<file path="src/rtl/uart_frac_baud_gen.sv">
// Fractional-divisor UART baud generator: oversample, mid-bit and end-of-bit strobes.
// Divisor/ratio reprogramming is double-buffered and applied only on a bit boundary.
module uart_frac_baud_gen #(
  parameter int DIV_W    = 16,
  parameter int FRAC_W   = 4,
  parameter int OSR_W    = 5,
  parameter int RST_DIV  = 326,
  parameter int RST_FRAC = 0,
  parameter int RST_OSR  = 16
) (
  input  logic              clk,
  input  logic              reset,
  input  logic              enable,
  input  logic [DIV_W-1:0]  div_int,
  input  logic [FRAC_W-1:0] div_frac,
  input  logic [OSR_W-1:0]  osr,
  input  logic              cfg_load,
  input  logic              rx_resync,
  output logic              os_tick,
  output logic              mid_tick,
  output logic              baud_tick,
  output logic              cfg_pending,
  output logic              cfg_err
);

  logic [DIV_W-1:0]  div_int_act, div_int_pnd;
  logic [FRAC_W-1:0] div_frac_act, div_frac_pnd;
  logic [OSR_W-1:0]  osr_act, osr_pnd;

  logic [DIV_W-1:0]  cnt;
  logic [OSR_W-1:0]  os_cnt;
  logic [FRAC_W-1:0] acc;
  logic              ext;

  logic [DIV_W:0]    period_m1;
  logic              at_end;
  logic [OSR_W-1:0]  os_cnt_inc;
  logic              bit_end;
  logic              cfg_legal;
  logic              apply;
  logic [FRAC_W:0]   acc_sum;

  // Current period is div_int_act, stretched by one clock when the fraction carried.
  assign period_m1  = {1'b0, div_int_act} + {{DIV_W{1'b0}}, ext} - (DIV_W+1)'(1);
  assign at_end     = ({1'b0, cnt} == period_m1);
  assign os_cnt_inc = os_cnt + OSR_W'(1);
  assign bit_end    = enable && !rx_resync && at_end && (os_cnt_inc == osr_act);
  assign cfg_legal  = (div_int >= DIV_W'(2)) && (osr >= OSR_W'(4));
  assign apply      = cfg_pending && (!enable || rx_resync || bit_end);
  assign acc_sum    = {1'b0, acc} + {1'b0, div_frac_act};

  always_ff @(posedge clk or posedge reset) begin
    if (reset) begin
      div_int_act  <= DIV_W'(RST_DIV);
      div_frac_act <= FRAC_W'(RST_FRAC);
      osr_act      <= OSR_W'(RST_OSR);
      div_int_pnd  <= DIV_W'(RST_DIV);
      div_frac_pnd <= FRAC_W'(RST_FRAC);
      osr_pnd      <= OSR_W'(RST_OSR);
      cnt          <= '0;
      os_cnt       <= '0;
      acc          <= '0;
      ext          <= 1'b0;
      os_tick      <= 1'b0;
      mid_tick     <= 1'b0;
      baud_tick    <= 1'b0;
      cfg_pending  <= 1'b0;
      cfg_err      <= 1'b0;
    end else begin
      os_tick   <= 1'b0;
      mid_tick  <= 1'b0;
      baud_tick <= 1'b0;

      if (!enable || rx_resync) begin
        cnt    <= '0;
        os_cnt <= '0;
        acc    <= '0;
        ext    <= 1'b0;
      end else if (at_end) begin
        cnt        <= '0;
        os_tick    <= 1'b1;
        {ext, acc} <= acc_sum;
        if (os_cnt_inc == osr_act) begin
          os_cnt    <= '0;
          baud_tick <= 1'b1;
        end else begin
          os_cnt   <= os_cnt_inc;
          mid_tick <= (os_cnt_inc == (osr_act >> 1));
        end
      end else begin
        cnt <= cnt + DIV_W'(1);
      end

      // Applying restarts the fraction so the new bit begins phase-clean.
      if (apply) begin
        div_int_act  <= div_int_pnd;
        div_frac_act <= div_frac_pnd;
        osr_act      <= osr_pnd;
        acc          <= '0;
        ext          <= 1'b0;
        cfg_pending  <= 1'b0;
      end

      // A capture on the application edge stays pending (last assignment wins).
      if (cfg_load) begin
        if (cfg_legal) begin
          div_int_pnd  <= div_int;
          div_frac_pnd <= div_frac;
          osr_pnd      <= osr;
          cfg_pending  <= 1'b1;
          cfg_err      <= 1'b0;
        end else begin
          cfg_err <= 1'b1;
        end
      end
    end
  end

endmodule

</file>
<file path="config.mk">
export PLATFORM = sky130hd
export DESIGN_NAME = uart_frac_baud_gen
export DESIGN_NICKNAME = d
export VERILOG_FILES = /design/src/rtl/uart_frac_baud_gen.sv
export SDC_FILE = /design/constraint.sdc
export NUM_CORES = 1
export LEC_CHECK = 0
export CORE_UTILIZATION = 45
export DETAILED_ROUTE_END_ITERATION = 8
export PLACE_DENSITY = 0.66
export SYNTH_ARGS = -nofsm -noshare
export SYNTH_HDL_FRONTEND = slang
export SYNTH_SLANG_ARGS = --single-unit
export TNS_END_PERCENT = 50
</file>
<file path="constraint.sdc">
create_clock -name clk -period 8.5 [get_ports clk]
set_input_delay 2.125 -clock clk [delete_from_list [all_inputs] [get_ports clk]]
set_output_delay 2.125 -clock clk [all_outputs]
set_load 0.005 [all_outputs]
</file>
==> impl_metrics.csv <==
group,metric,value,unit
setup_path,reg2reg_slack,5.01,ns
timing,worst_slew_pin_slew,1.16,ns
finish,finalNetCount,574,
timing,tns,0,ns
grt,antenna_found_initial,0,
cts,clk_latency,0.37,ns
power_and_ir_drop,p_leak,0.00218,uW
placement,dp.cells,664,
finish,syn_to_final_growth,11.2,%
cts,clk_pin_slew,0.08,ns
drt,ant_nets,0,
yosys,ys_seq_elements,81,
cts,post_cts_resized,0,
floorplanning,start_util,46.3,%
grt,grt_max_degree,82,
timing,finalCritPeriodShare,48.0,%
floorplanning,io-pin-count,35,
cts,cts_sinks,81,
yosys,synth_area,5020,sq um
yosys,syn_avg_cell_area,9.43,sq um
cts,cts_buffers,9,
placement,finalWeightedCongestion,0.856,
yosys,synth_seq_area_share,40.7,%
yosys,synthFlopType,"dfrtp_1",
setup_path,crit_type,"input pin to flop",
placement,dpl_cell_area,5370,sq um
cts,postCtsSetupRepairBufs,0,
cts,cts.hold.buffers_added,0,
timing,rsz0062_at_grt,"false",
drt,vias_per_cell,6.11,
finish,antennaDiodeCount,0,
timing,hold_ws,0.508,ns
placement,portBuffers,34,
power_and_ir_drop,powerDensity,185,nW/um^2
drt,first_iter_violations,218,
timing,max_freq,245,MHz
floorplanning,rows,38,
cts,htreeDepth,3,
yosys,netlist_instances,532,
yosys,synth_area_leaders,"dfrtp_1, mux2_2, dfstp_2",
setup_path,worstPathRequired,8.75,ns
drt,wl_per_cell,17.1,um
timing,hold_violations,0,
cts,clockBufferDepth,2,
timing,maxSlewViolCount,0,
grt,grt_pass1_wl,20100,um
floorplanning,coreArea,10800,sq um
floorplanning,die_x,108,um
floorplanning,dieArea,11600,sq um
cts,cts_tree,"yes",
yosys,synth_edf_count,0,
status,status,"completed",
drt,drc,0,
drt,vias,4156,
setup_path,worstSetupEndpointType,"flop",
finish,fillers,1048,
yosys,synth_cell_types,58,
setup_path,crit_arrival,4.33,ns
timing,layout_min_cycle_time,4.08,ns
finish,mostFrequentLayoutCells,"dfrtp_1, nand2_1, clkdlybuf4s50_1",
drt,drt-pass1-iter-count,4,
setup_path,worstSetupStartpointType,"input pin",
setup_path,cp_max_fo,27,
yosys,yosys_warnings,0,
timing,finClkSkew,0.00849,ns
timing,relSlewSlack,22.7,%
yosys,syn-num-nets,571,
power_and_ir_drop,peakVddDrop,0.0996,mV
finish,final_cells,680,
drt,wl,11600,um
floorplanning,die_height,108,um
yosys,async_flop_share,100,%
cts,clockRootBuffer,"clkbuf_8",
grt,grt_pass1_vias,3977,
yosys,synth_area_leader_cell,"dfrtp_1",
power_and_ir_drop,p_total,1030,uW
grt,grtUsageTotal,21.9,%
placement,dp_hpwl,7490,um
grt,overflow,0,
run,max_cap_violations,0,
finish,layout-drive-gt1-share,13.0,%
hold_path,hold_class,"flop to flop",
finish,final_cell_area,5580,sq um
finish,layout_commonest_cell,"dfrtp_1",
yosys,synth_top_area_share,35.4,%
timing,setup_viol,0,
[kinds of logic (layout without fill, tap and decap cells)]
group / after synthesis / in the layout / share of synthesized area [%]
buffers and inverters: 81 / 89 / 6.93
AO/OA/AOI/OAI: 120 / 120 / 16.5
XOR/XNOR: 47 / 47 / 8.21
adder cells (fa/ha/maj): 9 / 9 / 2.39
multiplexers: 27 / 27 / 6.01
AND/OR/NAND/NOR: 167 / 167 / 19.3
flip-flops: 81 / 81 / 40.7
[registers in the layout (all words and copies together) (netlist names), 4 cells and up]
name and cells:
os_cnt 5, div_int_pnd 16, div_int_act 16, osr_act 5, acc 4, div_frac_pnd 4
div_frac_act 4, osr_pnd 5, cnt 16
[synth_stat cells (2+ instances only)]
| master | n |
|---|---|
| clkbuf_1 | 38 |
| dfstp_2 | 10 |
| a31oi_1 | 28 |
| o311ai_1 | 15 |
| nand4_1 | 7 |
| nand2b_1 | 2 |
| o22ai_1 | 26 |
| or3_1 | 2 |
| o311ai_0 | 11 |
| nand3_1 | 15 |
| buf_2 | 4 |
| a21o_1 | 2 |
| nor3_1 | 20 |
| xnor2_1 | 23 |
| ha_1 | 8 |
| nor2b_1 | 3 |
| a31o_2 | 2 |
| buf_6 | 5 |
| mux2i_1 | 2 |
| inv_1 | 32 |
| nor3b_1 | 5 |
| o21ai_0 | 11 |
| or4_1 | 30 |
| a21oi_1 | 12 |
| and3_1 | 7 |
| dfrtp_1 | 71 |
| and4_1 | 2 |
| nand2_1 | 40 |
| nand4b_1 | 3 |
| nor4_1 | 7 |
| o31a_1 | 2 |
| mux2_2 | 25 |
| xor2_1 | 24 |
| nor2_1 | 14 |
[through the flow]
stage | setup WS, ns | utilization, %
global placement | 4.05 | 49.5
CTS | 4.38 | 51.5
finish | 4.42 | 51.5
floorplan | 4.31 | -
detailed placement | 3.98 | 49.5
global route | 4.22 | 51.5
[layer usage]
metal  global-route usage [%]  up-vias  wire [um]
li1                         -     2003          -
met5                        0        -          0
met3                     3.39       14        455
met4                     7.83        0        184
met1                     31.2     2040       5690
met2                     33.6       99       5290
[area by class of cell]
cell class | count | area [sq um] | share of cell area (%)
Clock buffer | 11 | 131 | 2.35
Inverter | 32 | 121 | 2.18
Tap cell | 140 | 175 | 3.14
Clock inverter | 5 | 80.1 | 1.44
Timing Repair Buffer | 41 | 393 | 7.04
Multi-Input combinational cell | 370 | 2640 | 47.3
Sequential cell | 81 | 2040 | 36.6
[worst max-delay path: stages]
cell and delay (ns):
clkdlybuf4s50_1 0.49, nor4_1 0.06, a41oi_1 0.26, o31a_1 0.96, mux2_2 0.42
[final timing paths]
kind,endpoint,from,cells past startpoint
worst max-delay path,div_int_pnd[15]$_DFFE_PP0P_,div_int[9],5
worst min-delay path,cfg_err$_DFFE_PP0P_,cfg_err$_DFFE_PP0P_,2
worst max register to register,div_int_act[14]$_DFFE_PP0N_,div_int_act[0]$_DFFE_PP0N_,12
worst min register to register,cfg_err$_DFFE_PP0P_,cfg_err$_DFFE_PP0P_,2
max in group asynchronous,cnt[15]$_DFF_PP0_,reset,3
min in group asynchronous,div_int_pnd[5]$_DFFE_PP0P_,reset,3
[power by group]
group	internal [uW]	switching, uW
registers	435	56.6
clock network	165	145
logic	107	123
(Power assumes the default switching activity.)
